`config.mk`:
```
export PLATFORM = sky130hd
export DESIGN_NAME = mem_bus_arbiter
export DESIGN_NICKNAME = d
export VERILOG_FILES = /design/src/rtl/mem_bus_arbiter_pkg.sv /design/src/rtl/mem_bus_arbiter_arb_channel.sv /design/src/rtl/mem_bus_arbiter.sv
export SDC_FILE = /design/constraint.sdc
export NUM_CORES = 1
export LEC_CHECK = 0
export CORE_AREA = 4 4 175 177
export DETAILED_ROUTE_END_ITERATION = 6
export DIE_AREA = 0 0 179 181
export SYNTH_ARGS = -nofsm -noshare
export SYNTH_HDL_FRONTEND = slang
export SYNTH_HIERARCHICAL = 1
export SYNTH_SLANG_ARGS = --single-unit
```
`constraint.sdc`:
```
create_clock -name clk -period 3.16 [get_ports clk]
set_input_delay 0.632 -clock clk [delete_from_list [all_inputs] [get_ports clk]]
set_output_delay 0.632 -clock clk [all_outputs]
set_load 0.005 [all_outputs]
```
`src/rtl/mem_bus_arbiter_pkg.sv`:
```
// Shared definitions for the two-master memory bus arbiter: FSM state
// encoding, master identifiers and the request record routed to memory.
package mem_bus_arbiter_pkg;

   localparam int ADDR_W = 32;
   localparam int LEN_W  = 5;

   // One-hot channel FSM states
   localparam logic [2:0] ST_IDLE = 3'b001;
   localparam logic [2:0] ST_REQ  = 3'b010;
   localparam logic [2:0] ST_DATA = 3'b100;

   // Master identifiers, also the encoding of rd_owner / wr_owner
   localparam logic M_CPU = 1'b0;
   localparam logic M_DMA = 1'b1;

   typedef struct packed {
      logic [ADDR_W-1:0] addr;
      logic [LEN_W-1:0]  len;
   } req_t;

   // Winner among pending requests: the favoured master on a tie,
   // otherwise whichever single master is asking.
   function automatic logic pick_owner(input logic [1:0] valid, input logic prio);
      if (valid == 2'b11) begin
         return prio;
      end
      return valid[1];
   endfunction

endpackage

```
`src/rtl/mem_bus_arbiter_arb_channel.sv`:
```
// One arbitration channel: grant FSM, round-robin priority pointer and
// burst beat counter with length checking. Data routing lives in the top.
//
//   state   | meaning
//   --------+-----------------------------------------------------------
//   IDLE    | no grant; any pending request is latched as owner
//   REQ     | owner's request presented to memory, waiting for handshake
//   DATA    | burst beats flowing, ends on an accepted beat with last=1
module arb_channel
   import mem_bus_arbiter_pkg::*;
(
   input  logic             clk,
   input  logic             rst,
   input  logic [1:0]       req_valid,
   input  logic             req_hs,
   input  logic [LEN_W-1:0] req_len,
   input  logic             beat_acc,
   input  logic             beat_last,
   output logic [2:0]       state,
   output logic             owner,
   output logic             err
);

   logic             prio;
   logic [LEN_W-1:0] len_q;
   logic [LEN_W-1:0] beat_cnt;
   logic [2:0]       state_nxt;
   logic             cnt_at_len;

   assign cnt_at_len = (beat_cnt == len_q);

   // Next-state decode; a request is never granted in the cycle a burst ends
   always_comb begin
      state_nxt = state;
      case (state)
         ST_IDLE: if (|req_valid)            state_nxt = ST_REQ;
         ST_REQ:  if (req_hs)                state_nxt = ST_DATA;
         ST_DATA: if (beat_acc && beat_last) state_nxt = ST_IDLE;
         default:                            state_nxt = ST_IDLE;
      endcase
   end

   // State, grant owner and priority pointer
   always_ff @(posedge clk) begin
      if (rst) begin
         state <= ST_IDLE;
         owner <= M_CPU;
         prio  <= M_CPU;
      end else begin
         state <= state_nxt;
         if (state == ST_IDLE && |req_valid) begin
            owner <= pick_owner(req_valid, prio);
         end
         if (state == ST_DATA && beat_acc && beat_last) begin
            prio <= ~owner;
         end
      end
   end

   // Granted length, beat counter and sticky length-mismatch flag
   always_ff @(posedge clk) begin
      if (rst) begin
         len_q    <= '0;
         beat_cnt <= '0;
         err      <= 1'b0;
      end else begin
         if (state == ST_REQ && req_hs) begin
            len_q    <= req_len;
            beat_cnt <= '0;
         end
         if (state == ST_DATA && beat_acc) begin
            beat_cnt <= beat_cnt + LEN_W'(1);
            // last early/late both flag; termination still follows last only
            if (beat_last != cnt_at_len) begin
               err <= 1'b1;
            end
         end
      end
   end

endmodule

```
`src/rtl/mem_bus_arbiter.sv`:
```
// Two-master (CPU = M0, DMA = M1) memory bus arbiter. Read and write
// channels are granted independently by separate arb_channel instances;
// this level only steers request fields and data beats to/from the owner.
module mem_bus_arbiter
   import mem_bus_arbiter_pkg::*;
#(
   parameter int DATA_WIDTH = 32
) (
   input  logic                  clk,
   input  logic                  rst,
   // master 0 read
   input  logic [31:0]           m0_rd_req_addr,
   input  logic [4:0]            m0_rd_req_len,
   input  logic                  m0_rd_req_valid,
   output logic                  m0_rd_req_ready,
   output logic [DATA_WIDTH-1:0] m0_rd_rdata,
   output logic                  m0_rd_last,
   output logic                  m0_rd_valid,
   input  logic                  m0_rd_ready,
   // master 1 read
   input  logic [31:0]           m1_rd_req_addr,
   input  logic [4:0]            m1_rd_req_len,
   input  logic                  m1_rd_req_valid,
   output logic                  m1_rd_req_ready,
   output logic [DATA_WIDTH-1:0] m1_rd_rdata,
   output logic                  m1_rd_last,
   output logic                  m1_rd_valid,
   input  logic                  m1_rd_ready,
   // master 0 write
   input  logic [31:0]           m0_wr_req_addr,
   input  logic [4:0]            m0_wr_req_len,
   input  logic                  m0_wr_req_valid,
   output logic                  m0_wr_req_ready,
   input  logic [DATA_WIDTH-1:0] m0_wr_data,
   input  logic                  m0_wr_valid,
   input  logic                  m0_wr_last,
   output logic                  m0_wr_ready,
   // master 1 write
   input  logic [31:0]           m1_wr_req_addr,
   input  logic [4:0]            m1_wr_req_len,
   input  logic                  m1_wr_req_valid,
   output logic                  m1_wr_req_ready,
   input  logic [DATA_WIDTH-1:0] m1_wr_data,
   input  logic                  m1_wr_valid,
   input  logic                  m1_wr_last,
   output logic                  m1_wr_ready,
   // memory read side
   output logic [31:0]           mem_rd_req_addr,
   output logic [4:0]            mem_rd_req_len,
   output logic                  mem_rd_req_valid,
   input  logic                  mem_rd_req_ready,
   input  logic [DATA_WIDTH-1:0] mem_rd_rdata,
   input  logic                  mem_rd_last,
   input  logic                  mem_rd_valid,
   output logic                  mem_rd_ready,
   // memory write side
   output logic [31:0]           mem_wr_req_addr,
   output logic [4:0]            mem_wr_req_len,
   output logic                  mem_wr_req_valid,
   input  logic                  mem_wr_req_ready,
   output logic [DATA_WIDTH-1:0] mem_wr_data,
   output logic                  mem_wr_valid,
   output logic                  mem_wr_last,
   input  logic                  mem_wr_ready,
   // status
   output logic                  rd_owner,
   output logic                  wr_owner,
   output logic                  beat_err
);

   logic [2:0] rd_state;
   logic [2:0] wr_state;
   logic       rd_in_req, rd_in_data, wr_in_req, wr_in_data;
   logic       rd_hs, rd_acc, wr_hs, wr_acc;
   logic       rd_err, wr_err;
   req_t       rd_req0, rd_req1, rd_req_sel;
   req_t       wr_req0, wr_req1, wr_req_sel;

   assign rd_in_req  = (rd_state == ST_REQ);
   assign rd_in_data = (rd_state == ST_DATA);
   assign wr_in_req  = (wr_state == ST_REQ);
   assign wr_in_data = (wr_state == ST_DATA);

   arb_channel u_rd_chan (
      .clk       (clk),
      .rst       (rst),
      .req_valid ({m1_rd_req_valid, m0_rd_req_valid}),
      .req_hs    (rd_hs),
      .req_len   (mem_rd_req_len),
      .beat_acc  (rd_acc),
      .beat_last (mem_rd_last),
      .state     (rd_state),
      .owner     (rd_owner),
      .err       (rd_err)
   );

   arb_channel u_wr_chan (
      .clk       (clk),
      .rst       (rst),
      .req_valid ({m1_wr_req_valid, m0_wr_req_valid}),
      .req_hs    (wr_hs),
      .req_len   (mem_wr_req_len),
      .beat_acc  (wr_acc),
      .beat_last (mem_wr_last),
      .state     (wr_state),
      .owner     (wr_owner),
      .err       (wr_err)
   );

   assign beat_err = rd_err | wr_err;

   // Read request steering; valid is held for the whole REQ phase so a
   // withdrawn request cannot drop the grant mid-handshake
   always_comb begin
      rd_req0          = '{addr: m0_rd_req_addr, len: m0_rd_req_len};
      rd_req1          = '{addr: m1_rd_req_addr, len: m1_rd_req_len};
      rd_req_sel       = (rd_owner == M_DMA) ? rd_req1 : rd_req0;
      mem_rd_req_addr  = rd_req_sel.addr;
      mem_rd_req_len   = rd_req_sel.len;
      mem_rd_req_valid = rd_in_req;
      m0_rd_req_ready  = rd_in_req && (rd_owner == M_CPU) && mem_rd_req_ready;
      m1_rd_req_ready  = rd_in_req && (rd_owner == M_DMA) && mem_rd_req_ready;
      rd_hs            = rd_in_req && mem_rd_req_ready;
   end

   // Read data routing; memory beats are dropped whenever no burst is active
   always_comb begin
      mem_rd_ready = rd_in_data && ((rd_owner == M_DMA) ? m1_rd_ready : m0_rd_ready);
      m0_rd_rdata  = mem_rd_rdata;
      m1_rd_rdata  = mem_rd_rdata;
      m0_rd_valid  = rd_in_data && (rd_owner == M_CPU) && mem_rd_valid;
      m1_rd_valid  = rd_in_data && (rd_owner == M_DMA) && mem_rd_valid;
      m0_rd_last   = rd_in_data && (rd_owner == M_CPU) && mem_rd_last;
      m1_rd_last   = rd_in_data && (rd_owner == M_DMA) && mem_rd_last;
      rd_acc       = mem_rd_valid && mem_rd_ready;
   end

   // Write request steering
   always_comb begin
      wr_req0          = '{addr: m0_wr_req_addr, len: m0_wr_req_len};
      wr_req1          = '{addr: m1_wr_req_addr, len: m1_wr_req_len};
      wr_req_sel       = (wr_owner == M_DMA) ? wr_req1 : wr_req0;
      mem_wr_req_addr  = wr_req_sel.addr;
      mem_wr_req_len   = wr_req_sel.len;
      mem_wr_req_valid = wr_in_req;
      m0_wr_req_ready  = wr_in_req && (wr_owner == M_CPU) && mem_wr_req_ready;
      m1_wr_req_ready  = wr_in_req && (wr_owner == M_DMA) && mem_wr_req_ready;
      wr_hs            = wr_in_req && mem_wr_req_ready;
   end

   // Write data routing from the owner to memory
   always_comb begin
      mem_wr_data  = (wr_owner == M_DMA) ? m1_wr_data : m0_wr_data;
      mem_wr_valid = wr_in_data && ((wr_owner == M_DMA) ? m1_wr_valid : m0_wr_valid);
      mem_wr_last  = wr_in_data && ((wr_owner == M_DMA) ? m1_wr_last : m0_wr_last);
      m0_wr_ready  = wr_in_data && (wr_owner == M_CPU) && mem_wr_ready;
      m1_wr_ready  = wr_in_data && (wr_owner == M_DMA) && mem_wr_ready;
      wr_acc       = mem_wr_valid && mem_wr_ready;
   end

endmodule

```
==> results of run 1 <==
==> worst min-delay path by stage <==
stage / startpoint / end / slack, ns
after CTS: u_wr_chan/prio / u_wr_chan/prio / 0.50
after detailed placement: u_wr_chan/prio / u_wr_chan/prio / 0.49
after global placement: u_rd_chan/prio / u_rd_chan/prio / 0.48
final: u_rd_chan/prio / u_rd_chan/prio / 0.50
after floorplan: u_rd_chan/beat_cnt[4] / u_rd_chan/beat_cnt[4] / 0.46
after global routing: u_rd_chan/prio / u_rd_chan/prio / 0.52
==> where the power goes <==
group	switching (mW)	internal (mW)
Clock	0.177	0.283
Sequential	0.0403	0.417
Combinational	0.305	0.653
Total	0.522	1.35
==> layout make-up <==
cell class / count / area [sq um]
clock buffers: 6 / 129
fillers: 3081 / 22000
inverters: 2 / 7.51
flip-flops and latches: 32 / 646
multi-input cells: 269 / 2360
well taps: 390 / 488
repair buffers: 360 / 3610
==> cell usage in the layout, fill, tap and decap left out, types with 4 or more instances in the layout <==
master and instances:
and4bb_2 4, and2_1 4, clkdlybuf4s50_1 352, a211oi_1 8, clkbuf_16 5, nor3b_1 6
nand3_1 4, nand4bb_1 4, xnor2_1 8, buf_4 6, a21oi_1 10, mux2i_1 17
nor2_1 43, nand2_1 6, mux2_2 106, a41oi_1 4, dfxtp_1 30
==> critical path, stage by stage, from the launching register on <==
cell	delay, ns
dfxtp_4	0.49
buf_4	0.30
mux2i_1	0.16
nor2_1	0.25
clkdlybuf4s50_1	0.58
==> per-layer routing <==
layer,vias up,part of all wire (%)
li1,1894,-
met1,1780,37
met2,223,51
met3,32,9.4
met4,0,1.9
met5,-,0
==> registers in the layout, summed over array words and instances (netlist names) <==
| signal | flops |
|---|---|
| u_wr_chan/prio | 1 |
| u_rd_chan/owner | 1 |
| u_wr_chan/owner | 1 |
| u_rd_chan/prio | 1 |
| u_rd_chan/beat_cnt | 5 |
| u_rd_chan/len_q | 5 |
| u_wr_chan/beat_cnt | 5 |
| u_wr_chan/len_q | 5 |
| u_rd_chan/err | 1 |
| u_wr_chan/state | 3 |
| u_rd_chan/state | 3 |
| u_wr_chan/err | 1 |
==> kinds of logic (layout without fill, tap and decap cells) <==
family	after synthesis	count (layout)	synth area share (%)
AO/OA/AOI/OAI	36	36	6.40
XOR/XNOR	10	10	2.73
adder cells (fa/ha/maj)	2	2	0.666
buffers and inverters	93	368	20.0
flip-flops	32	32	17.1
multiplexers	123	123	36.3
AND/OR/NAND/NOR	98	98	16.9
==> metrics by stage <==
step	util [%]	instance area (sq um)	instances	setup WS [ns]
5_1_grt	24.8	7240	1059	0.335
3_3_place_gp	24.3	7110	1053	0.505
3_5_place_dp	24.3	7110	1053	0.479
2_1_floorplan	-	3750	394	1.20
6_report	24.8	7240	1059	0.457
4_1_cts	24.8	7240	1059	0.390
==> results_dict.tcl, run 1 <==
set metrics [dict create \
    port_buffers 352 \
    ios 449 \
    ys.flop_type "dfxtp_1" \
    avgSynthCellArea_sq_um 9.53 \
    critical_path_class "flip-flop to primary output" \
    cp_max_fo 18 \
    initial_core_util_pct 12.8 \
    yosys.area.top_type "mux2_2" \
    hold_slack_ns 0.496 \
    r2r-start "u_wr_chan/owner" \
    status "complete, no violations" \
    grt_start_max_net_pins 46 \
    tns_ns 0 \
    hold_depth 2 \
    grt_pass1_wl_microns 26500 \
    synth_edf_count 0 \
    hold_viol_final 0 \
    hold_path.class "flip-flop to flip-flop" \
    finalCriticalPeriod_ns 2.70 \
    worstSkewPairLatency_ns 0.28 \
    use_met1_pct 12.2 \
    synth_most_common_cell "mux2_2" \
    die_h_microns 181 \
    drtPass1Iterations 4 \
    slew_headroom_pct 55.9 \
    clkSinkCount 32 \
    fp-row-count 63 \
    grt_use_met2_pct 20.8 \
    cp.required_ns 2.53 \
    critPathCapture "mem_wr_last" \
    critPathLaunchType "flip-flop" \
    routedWlPerCell_microns 18.6 \
    cp.arrival_ns 2.07 \
    drc 0 \
    busiest_layer "met2" \
    yosys.area.top_type_share_pct 31.8 \
    synthArstFlopShare_pct 0 \
    setup_viol 0 \
    fp.coreArea_sq_mm 0.0292 \
    fmax_mhz 370 \
    numCtsBuffers 5 \
    h-tree-depth 2 \
    die_w_microns 179 \
    use_met3_pct 3.31 \
    routed_via_density 3.71 \
    r2r_slack_ns 0.86 \
    drt-initial-drc-count 145 \
    synth_seq_cells 32 \
    synth_area_leaders "mux2_2 (32%), dfxtp_1 (17%), buf_4 (13%), buf_6 (5.7%), mux2i_1 (4.5%)" \
    hpwl_microns 17100 \
    r2r_cells 6 \
    drv_cap 0 \
    cts_tree "yes" \
    nNetsFinal 933 \
    syn_nets 657 \
    worst_pin_slew_ns 0.659 \
    cp-end-kind "primary output" \
    finalWeightedCongestion 0.741 \
    vias 3929 \
    area_growth_pct 92.9 \
    synthDistinctLibCells 44 \
    ys_seq_area_share_pct 17.1 \
    gr-total-overflow 0 \
    ctsResizeCount 0 \
    diodes 0 \
    clockBufferDepth 2 \
    power.leakage_nw 2.50 \
    ant_nets 0 \
    root_buffer "clkbuf_16" \
    crit_path_start "u_wr_chan/owner" \
    fin_skew_ns 0.00439 \
    routed_wl_microns 19700 \
    cts_hold_buf 0 \
    grt_pass1_vias 4026 \
    path_clk_slew_ns 0.05 \
    synth_warnings 6 \
    ir_drop_uv 154 \
    rsz0062_at_grt "false" \
    antenna_found_initial 0 \
    grt_util_all_layers_pct 11.1 \
    finalMaxSlewViolations 0 \
    p_per_area_mw_per_mm2 259 \
    ys_top_cells_by_count "mux2_2 (106), buf_4 (66), nor2_1 (43)" \
    netlist_area_sq_mm 0.00375 \
    timing.final.crit_share_pct 85.6 \
    syn_inst 394 \
    post_cts_buffers 0 \
    r2r-end "u_wr_chan/beat_cnt[4]" \
    total_power_mw 1.88 \
    dieArea_sq_mm 0.0324 \
    drive_above_1_share_pct 21.1 \
]
Note: power is estimated with default switching activity, not from simulation.
==> inputs of run 2 (changes only) <==
Settings changed: CTS_CLUSTER_DIAMETER from default to 120.
==> results of run 2 <==
Same layout as run 1: the final DEF is identical, and so are final timing and power.
